--- config.mk ---
export PLATFORM = sky130hd
export DESIGN_NAME = reg_dump_reader
export DESIGN_NICKNAME = d
export VERILOG_FILES = /design/src/rtl/reg_pkg.sv /design/src/rtl/reg_dump_reader.sv
export SDC_FILE = /design/constraint.sdc
export NUM_CORES = 1
export LEC_CHECK = 0
export BUFFER_PORTS_ARGS = -buffer_cell sky130_fd_sc_hd__buf_2
export CORE_MARGIN = 2
export CORE_UTILIZATION = 42
export DETAILED_ROUTE_END_ITERATION = 16
export GPL_TIMING_DRIVEN = 0
export HOLD_SLACK_MARGIN = 0.02
export PLACE_DENSITY = 0.83
export SYNTH_ARGS = -nofsm -noshare
export SYNTH_HDL_FRONTEND = slang
export SYNTH_SLANG_ARGS = --single-unit
--- constraint.sdc ---
create_clock -name Clock -period 1.4 [get_ports Clock]
set_clock_uncertainty 0.05 [all_clocks]
set_input_delay 0.21 -clock Clock [delete_from_list [all_inputs] [get_ports Clock]]
set_output_delay 0.21 -clock Clock [all_outputs]
set_load 0.05 [all_outputs]
--- src/rtl/reg_pkg.sv ---
// reg_pkg: shared register-file geometry and dump-reader state encoding.
`timescale 1ns/1ps
package reg_pkg;
    localparam int REG_AW  = 5;
    localparam int REG_NUM = 32;
    localparam int REG_DW  = 32;
    typedef enum logic [1:0] {IDLE = 2'd0, READ = 2'd1, SEND = 2'd2, FIN = 2'd3} state_t;
endpackage

--- src/rtl/reg_dump_reader.sv ---
// reg_dump_reader: walks Ra over a latched register range and streams each value out over valid/ready.
`timescale 1ns/1ps
module reg_dump_reader
    import reg_pkg::*;
#(
    parameter int n  = REG_DW,
    parameter int AW = REG_AW
) (
    input  logic          Clock,
    input  logic          Reset,
    input  logic          Start,
    input  logic [AW-1:0] FirstReg,
    input  logic [AW-1:0] LastReg,
    output logic [AW-1:0] Ra,
    input  logic [n-1:0]  busA,
    output logic          OutValid,
    input  logic          OutReady,
    output logic [n-1:0]  OutData,
    output logic [AW-1:0] OutIdx,
    output logic          Busy,
    output logic          Done
);
    state_t        state_q, state_d;
    logic [AW-1:0] ra_q, ra_d, last_q, last_d, idx_q, idx_d;
    logic [n-1:0]  data_q, data_d;
    logic          valid_q, valid_d, busy_q, busy_d, done_q, done_d;

    always_ff @(posedge Clock) begin
        if (Reset) begin
            state_q <= IDLE;
            ra_q    <= '0;
            last_q  <= '0;
            idx_q   <= '0;
            data_q  <= '0;
            valid_q <= 1'b0;
            busy_q  <= 1'b0;
            done_q  <= 1'b0;
        end else begin
            state_q <= state_d;
            ra_q    <= ra_d;
            last_q  <= last_d;
            idx_q   <= idx_d;
            data_q  <= data_d;
            valid_q <= valid_d;
            busy_q  <= busy_d;
            done_q  <= done_d;
        end
    end

    // Ra stays put through READ so a negedge write to that register lands in the capture.
    always_comb begin
        state_d = state_q;
        ra_d    = ra_q;
        last_d  = last_q;
        idx_d   = idx_q;
        data_d  = data_q;
        valid_d = valid_q;
        busy_d  = busy_q;
        done_d  = 1'b0;
        case (state_q)
            IDLE: if (Start) begin
                last_d  = LastReg;
                ra_d    = FirstReg;
                busy_d  = 1'b1;
                state_d = READ;
            end
            READ: begin
                data_d  = busA;
                idx_d   = ra_q;
                valid_d = 1'b1;
                state_d = SEND;
            end
            SEND: if (OutReady) begin
                valid_d = 1'b0;
                state_d = (idx_q == last_q) ? FIN : READ;
                ra_d    = (idx_q == last_q) ? ra_q : ra_q + AW'(1);
            end
            FIN: begin
                done_d  = 1'b1;
                busy_d  = 1'b0;
                state_d = IDLE;
            end
            default: state_d = IDLE;
        endcase
    end

    assign Ra       = ra_q;
    assign OutValid = valid_q;
    assign OutData  = data_q;
    assign OutIdx   = idx_q;
    assign Busy     = busy_q;
    assign Done     = done_q;
endmodule

# Word level (Yosys, flattened, before mapping)
# Index checks and enable logic that the tools add are counted.
# word_totals
in_bits	46
ff_bits	52
wordCells	38
# op_classes
n_reduce_logical	9
n_eq_ne	7
muxes	13
n_addsub	1
# op_table
cell	n
$mux W5	3
$pmux W5 S2	1
$pmux W2 S4	1
$reduce_and A2 Y1	4
$mux W2	3
$ne A2 B2 Y1 const B	3
$reduce_bool A2 Y1	3
$add A5 B1 Y5 const B	1
$eq A5 B5 Y1	1
$eq A2 B2 Y1 const B	2
$pmux W1 S2	2
$reduce_and A4 Y1	1
$mux W1	3
$eq A2 B1 Y1 const B	1
$logic_not A2 Y1	1

# Longest topological paths before layout
# Gate-level depths: netlist of run 1.
# logic_depth
depth_word	4
depth_mapped	6
depth_no_buf	5

# Worst setup path after synthesis of run 1
# OpenSTA, ideal clock, no wires.
# synth_timing
path_type	register to register
startpoint	reg idx_q[4], in the netlist OutIdx[4]
endpoint	reg ra_q[2], in the netlist Ra[2]
setup_ns	0.130
path_buffers	0
setup_slack_ns	-0.382
required_time_ns	1.220
synth_period_minus_slack_ns	1.782
stages_incl_launch_ff	6
arrival_ns	1.601
path_cell_list	dfxtp_1 -> xnor2_1 -> nand4_1 -> or3_4 -> a21oi_1 -> o31ai_2
# synth_between
elab_chain_len	3
# synth_lines
item	line	source
from (decl)	reg_dump_reader.sv:24	logic [AW-1:0] ra_q, ra_d, last_q, last_d, idx_q, idx_d;
from (signal assigned)	reg_dump_reader.sv:42	idx_q <= idx_d;
$eq A5 B5 Y1	reg_dump_reader.sv:76	ra_d = (idx_q == last_q) ? ra_q : ra_q + AW'(1);
$ne A2 B2 Y1 (no line)	-	
$reduce_and A4 Y1 (no line)	-	
to (signal assigned)	reg_dump_reader.sv:40	ra_q <= ra_d;
to (decl)	reg_dump_reader.sv:24	
# No other way between the ends.
# A chain may end at the register's enable or synchronous reset.

# Worst setup path in the final report of run 1
# layout_timing
startpoint	reg last_q[4]
endpoint	reg ra_q[1], in the netlist Ra[1]
# layout_between
elab_chain_len	3
# layout_lines
item	line	source
from (decl)	reg_dump_reader.sv:24	
from (signal assigned)	reg_dump_reader.sv:41	last_q <= last_d;
$eq A5 B5 Y1	reg_dump_reader.sv:76	
$ne A2 B2 Y1 (no line)	-	
$reduce_and A4 Y1 (no line)	-	
# No other way between the ends.

==> impl_metrics.env, run 1 <==
export IMPL_clkSinkCount=52
export IMPL_die_h_um=73.6
export IMPL_synth_edf_count=0
export IMPL_dr_first_iter_drc_count=68
export IMPL_layout_cells_most_common="buf_2"
export IMPL_synth_seq_cells=52
export IMPL_tritoncts="yes"
export IMPL_core_region_area_um2=4690
export IMPL_min_period_over_period_pct=111
export IMPL_drive_above_1_share_pct=40.5
export IMPL_synth_ff_type="dfxtp_1"
export IMPL_grt_start_max_net_pins=16
export IMPL_dieArea_um2=5420
export IMPL_hold_buffers=0
export IMPL_avgSynthCellArea_um2=8.21
export IMPL_hold_path_class="in -> reg"
export IMPL_io_pins=91
export IMPL_critPathCaptureType="register"
export IMPL_syn_num_nets=295
export IMPL_fin_ws_ns=-0.160
export IMPL_async_flop_share_pct=0
export IMPL_timing_final_crit_period_ns=1.56
export IMPL_power_leakage_uw=0.00128
export IMPL_htreeDepth=2
export IMPL_criticalPathCategory="reg -> reg"
export IMPL_final_area_um2=2850
export IMPL_ys_warn_count=0
export IMPL_p_per_area_nw_per_um2=1240
export IMPL_startpoint_type="register"
export IMPL_std_cell_rows=25
export IMPL_setup_violations=6
export IMPL_clockBufferDepth=2
export IMPL_dpl_cell_area_um2=2570
export IMPL_peakVddDrop_uv=483
export IMPL_antenna_found_initial=0
export IMPL_yosysSeqAreaShare_pct=51.1
export IMPL_initial_core_util_pct=43.4
export IMPL_die_w_um=73.6
export IMPL_grt_usage_pct=18.5
export IMPL_worst_ep_arrival_time_ns=1.68
export IMPL_required_ns=1.52
export IMPL_syn_cell_area_um2=2040
export IMPL_clk_pin_slew_worst_paths_ns=0.09
export IMPL_antenna_cells=0
export IMPL_via_per_inst=4.88
export IMPL_cap_violations=0
export IMPL_relSlewSlack_pct=65.0
export IMPL_wl_um=5180
export IMPL_grt_first_pass_wirelength_um=7740
export IMPL_violations="setup timing"
export IMPL_drc=0
export IMPL_ys_types=32
export IMPL_dp_hpwl_um=3710
export IMPL_vias=1978
export IMPL_cts_buffers=5
export IMPL_wl_per_cell_um=12.8
export IMPL_insertion_delay_ns=0.31
export IMPL_fillers=425
export IMPL_synth_cells=248
export IMPL_finalHoldViolCount=0
export IMPL_hold_ws_ns=0.0807
export IMPL_grt_pass1_vias=1776
export IMPL_slew_viol_final=0
export IMPL_status="complete, but fails checks"
export IMPL_max_freq_mhz=641
export IMPL_syn_to_final_growth_pct=40.1
export IMPL_grt_overflow=0
export IMPL_cts_root_buf="clkbuf_8"
export IMPL_final_cell_mix="90 x buf_2, 76 x nand2_1, 44 x a21oi_1, 40 x dfxtp_1, 10 x buf_4"
export IMPL_path_max_fanout=5
export IMPL_antenna_left=0
export IMPL_portBuffers=89
export IMPL_fin_nets=397
export IMPL_rsz0062_at_grt="yes"
export IMPL_tightestPinTransition_ns=0.525
export IMPL_gp_congestion=0.754
export IMPL_drt_first_pass_iters=5
==> sequential cells by signal (all words and copies together), names as in the netlist <==
| signal | flops |
|---|---|
| Ra | 5 |
| last_q | 5 |
| state_q | 2 |
| OutIdx | 5 |
| OutValid | 1 |
| Busy | 1 |
| OutData | 32 |
| Done | 1 |
==> Yosys cell counts (4+ instances only) <==
library cell	n	area (µm²)
nand2_1	76	285
dfxtp_1	52	1040
a21oi_1	46	230
nor2_1	9	33.8
buf_2	8	40.0
clkbuf_1	7	26.3
mux2i_1	6	60.1
xnor2_1	4	35.0
==> cells by family (layout without fill, tap and decap cells) <==
kind of cell / count (synthesis) / in the layout / synth area share [%]
simple gates: 104 / 104 / 21.7
xor+xnor: 5 / 5 / 2.15
fa+ha+maj: 1 / 1 / 0.614
buf+inv: 22 / 125 / 4.91
flops: 52 / 52 / 51.1
compound gates: 57 / 57 / 15.8
mux: 7 / 7 / 3.62
==> area by class of cell <==
class                      instances  area (µm²)  share of cell area (%)
clock inverter                     2        35.0                    1.23
sequential                        52        1070                    37.4
buffer                            18         130                    4.56
tap                               54        67.6                    2.37
inverter                           3        11.3                   0.395
timing repair buffer              96         498                    17.4
clock buffer                       6        72.6                    2.54
multi-input combinational        174         971                    34.0
==> where the power goes <==
group | switching, µW | internal [µW]
Combinational | 580 | 305
Clock | 478 | 531
Sequential | 80.4 | 1580
Total | 1140 | 2410
==> critical path, cell delays in order, from the launching register on <==
cell and delay (ns):
dfxtp_2 0.35, xnor2_2 0.15, nand4_1 0.21, or3_4 0.46, a21oi_1 0.14, a311oi_1 0.06
==> worst paths after layout <==
| path | start | to | slack [ns] | depth (start not counted) |
|---|---|---|---|---|
| setup reg to reg | last_q[4]$_SDFFE_PP0P_ | Ra[1]$_SDFFE_PP0P_ | -0.16 | 5 |
| setup / recovery | last_q[4]$_SDFFE_PP0P_ | Ra[1]$_SDFFE_PP0P_ | -0.16 | 5 |
| hold / removal | busA[14] | OutData[14]$_SDFFE_PP0P_ | 0.08 | 3 |
| hold reg to reg | OutData[7]$_SDFFE_PP0P_ | OutData[7]$_SDFFE_PP0P_ | 0.40 | 2 |
==> metal layers <==
layer | up-vias | global-route usage [%] | share of wire [%]
met5 | - | 0 | 0
met4 | 0 | 4.85 | 1.3
met3 | 8 | 5.35 | 6.0
met2 | 61 | 32.4 | 48
met1 | 890 | 22.1 | 45
li1 | 1019 | - | -
==> stage by stage <==
| stage | setup WS [ns] | util, % | TNS, ns | power (µW) | instances |
|---|---|---|---|---|---|
| floorplan | -0.0851 | - | -0.225 | 2260 | 248 |
| global placement | -0.107 | 54.8 | -2.44 | 2470 | 391 |
| detailed placement | -0.132 | 54.8 | -2.98 | 2490 | 391 |
| CTS | -0.171 | 59.3 | -0.608 | 3540 | 404 |
| global route | -0.210 | 60.8 | -1.04 | 3700 | 405 |
| finish | -0.160 | 60.8 | -0.778 | 3550 | 405 |
==> repair_timing <==
action,CTS,global route
setup endpoints to repair,40,41
pin swaps,10,7
endpoints found under the hold margin,0,0
buffers inserted,5,2
gates resized for setup,19,22
gates cloned,0,0
Power figures use the tool's default switching activity.
==> inputs of run 2 (changes only) <==
- CORE_MARGIN: 2 -> not set
- SLEW_MARGIN: not set -> 20
==> impl_metrics.env, run 2 (synthesized netlist as in run 1, its figures left out) <==
export IMPL_grt_pass1_vias=2001
export IMPL_dpl_cell_area_um2=2570
export IMPL_startpoint_type="register"
export IMPL_clkSinkCount=52
export IMPL_tritoncts="yes"
export IMPL_critPathCaptureType="register"
export IMPL_core_region_area_um2=4500
export IMPL_crit_chain="xnor2_2, nand4_1, or3_4, nand2_1, o32ai_1"
export IMPL_io_pins=91
export IMPL_dr_first_iter_drc_count=118
export IMPL_place_ws_ns=-0.235
export IMPL_antenna_left=0
export IMPL_grt_overflow=0
export IMPL_drc=0
export IMPL_power_frac_comb_pct=26.4
export IMPL_clk_pin_slew_worst_paths_ns=0.10
export IMPL_intPower_uw=2240
export IMPL_clockBufferDepth=2
export IMPL_max_freq_mhz=630
export IMPL_gp_congestion=0.852
export IMPL_slew_viol_final=0
export IMPL_wl_um=5550
export IMPL_setup_violations=6
export IMPL_worst_ep_arrival_time_ns=1.71
export IMPL_fin_ws_ns=-0.188
export IMPL_finalPower_uw=3430
export IMPL_largest_register_ffs=32
export IMPL_portBuffers=89
export IMPL_drive_above_1_share_pct=41.2
export IMPL_dp_hpwl_um=3830
export IMPL_via_per_inst=5.17
export IMPL_required_ns=1.53
export IMPL_tightestPinTransition_ns=0.549
export IMPL_grt_start_max_net_pins=18
export IMPL_htreeDepth=2
export IMPL_p_switching_uw=1190
export IMPL_cap_violations=0
export IMPL_swShare_pct=34.6
export IMPL_grt_usage_pct=21.8
export IMPL_std_cell_rows=24
export IMPL_power_leakage_uw=0.00128
export IMPL_fillers=380
export IMPL_timing_final_crit_period_ns=1.59
export IMPL_final_cell_mix="89 x buf_2, 76 x nand2_1, 45 x a21oi_1, 39 x dfxtp_1, 15 x buf_4"
export IMPL_path_max_fanout=5
export IMPL_slowest_delay_ns=0.47
export IMPL_layout_cells_most_common="buf_2"
export IMPL_final_area_um2=2850
export IMPL_antenna_found_initial=0
export IMPL_wl_per_cell_um=13.7
export IMPL_criticalPathCategory="reg -> reg"
export IMPL_p_per_area_nw_per_um2=1200
export IMPL_antenna_cells=0
export IMPL_min_period_over_period_pct=113
export IMPL_dieArea_um2=5130
export IMPL_status="complete, but fails checks"
export IMPL_initial_core_util_pct=45.2
export IMPL_relSlewSlack_pct=63.4
export IMPL_insertion_delay_ns=0.32
export IMPL_clockPowerShare_pct=25.2
export IMPL_peakVddDrop_uv=633
export IMPL_die_h_um=71.6
export IMPL_violations="setup timing"
export IMPL_die_w_um=71.6
export IMPL_grt_first_pass_wirelength_um=8640
export IMPL_drt_first_pass_iters=4
export IMPL_syn_to_final_growth_pct=40.1
export IMPL_finalHoldViolCount=0
export IMPL_hold_path_class="in -> reg"
export IMPL_vias=2098
export IMPL_cts_buffers=5
export IMPL_cts_root_buf="clkbuf_8"
export IMPL_power_frac_seq_pct=48.3
export IMPL_rsz0062_at_grt="yes"
export IMPL_cpMaxStageDelayCell="or3_4"
export IMPL_fin_nets=400
run 2: worst max-delay path: cells and delay by family, from the launching register on:
kind,cells,cell delay (ns)
simple gates,3,0.80
flops,1,0.35
xor+xnor,1,0.14
compound gates,1,0.10
run 2: power groups by stage:
stage / clock network (µW) / registers (µW) / logic, µW
2_1_floorplan: 0 / 1950 / 311
3_3_place_gp: 0 / 1670 / 802
3_5_place_dp: 0 / 1680 / 819
4_1_cts: 875 / 1650 / 860
5_1_grt: 934 / 1670 / 968
6_report: 866 / 1660 / 907
run 2: cell type report:
| class | instances | area, µm² | area share, % |
|---|---|---|---|
| Multi-Input combinational cell | 174 | 970 | 34.0 |
| Clock buffer | 5 | 68.8 | 2.41 |
| Tap cell | 52 | 65.1 | 2.28 |
| Sequential cell | 52 | 1070 | 37.5 |
| Clock inverter | 3 | 23.8 | 0.833 |
| Buffer | 18 | 125 | 4.38 |
| Timing Repair Buffer | 99 | 520 | 18.2 |
| Inverter | 3 | 11.3 | 0.395 |
run 2: worst paths after layout:
check                           startpoint                       end  slack [ns]  cells past startpoint
setup reg to reg    last_q[2]$_SDFFE_PP0P_        Ra[3]$_SDFFE_PP0P_       -0.19                      5
setup / recovery    last_q[2]$_SDFFE_PP0P_        Ra[3]$_SDFFE_PP0P_       -0.19                      5
hold / removal                     busA[7]   OutData[7]$_SDFFE_PP0P_        0.07                      3
hold reg to reg   OutData[19]$_SDFFE_PP0P_  OutData[19]$_SDFFE_PP0P_        0.41                      2
run 2: routing by layer:
layer | GRT usage [%] | vias up | share of wire (%)
met5 | 0 | - | 0
met1 | 24.8 | 967 | 42
met3 | 5.06 | 13 | 5.6
met4 | 8.93 | 0 | 2.0
met2 | 39.2 | 91 | 50
li1 | - | 1027 | -
run 2: timing repair:
action	CTS	global route
setup buffers	5	4
cloned	0	1
hold buffers	0	0
endpoints found under the setup margin	41	42
pin swaps	11	4
gates resized for setup	27	12
hold endpoints to repair	0	0
run 2: through the flow:
step / cells / hold slack (ns) / utilization, % / TNS [ns]
global route: 406 / 0.0679 / 63.4 / -1.09
finish: 406 / 0.0679 / 63.4 / -0.855
CTS: 401 / 0.0632 / 61.7 / -0.648
global placement: 389 / 0.389 / 57.1 / -2.11
detailed placement: 389 / 0.393 / 57.1 / -3.96
floorplan: 248 / 0.296 / - / -0.225
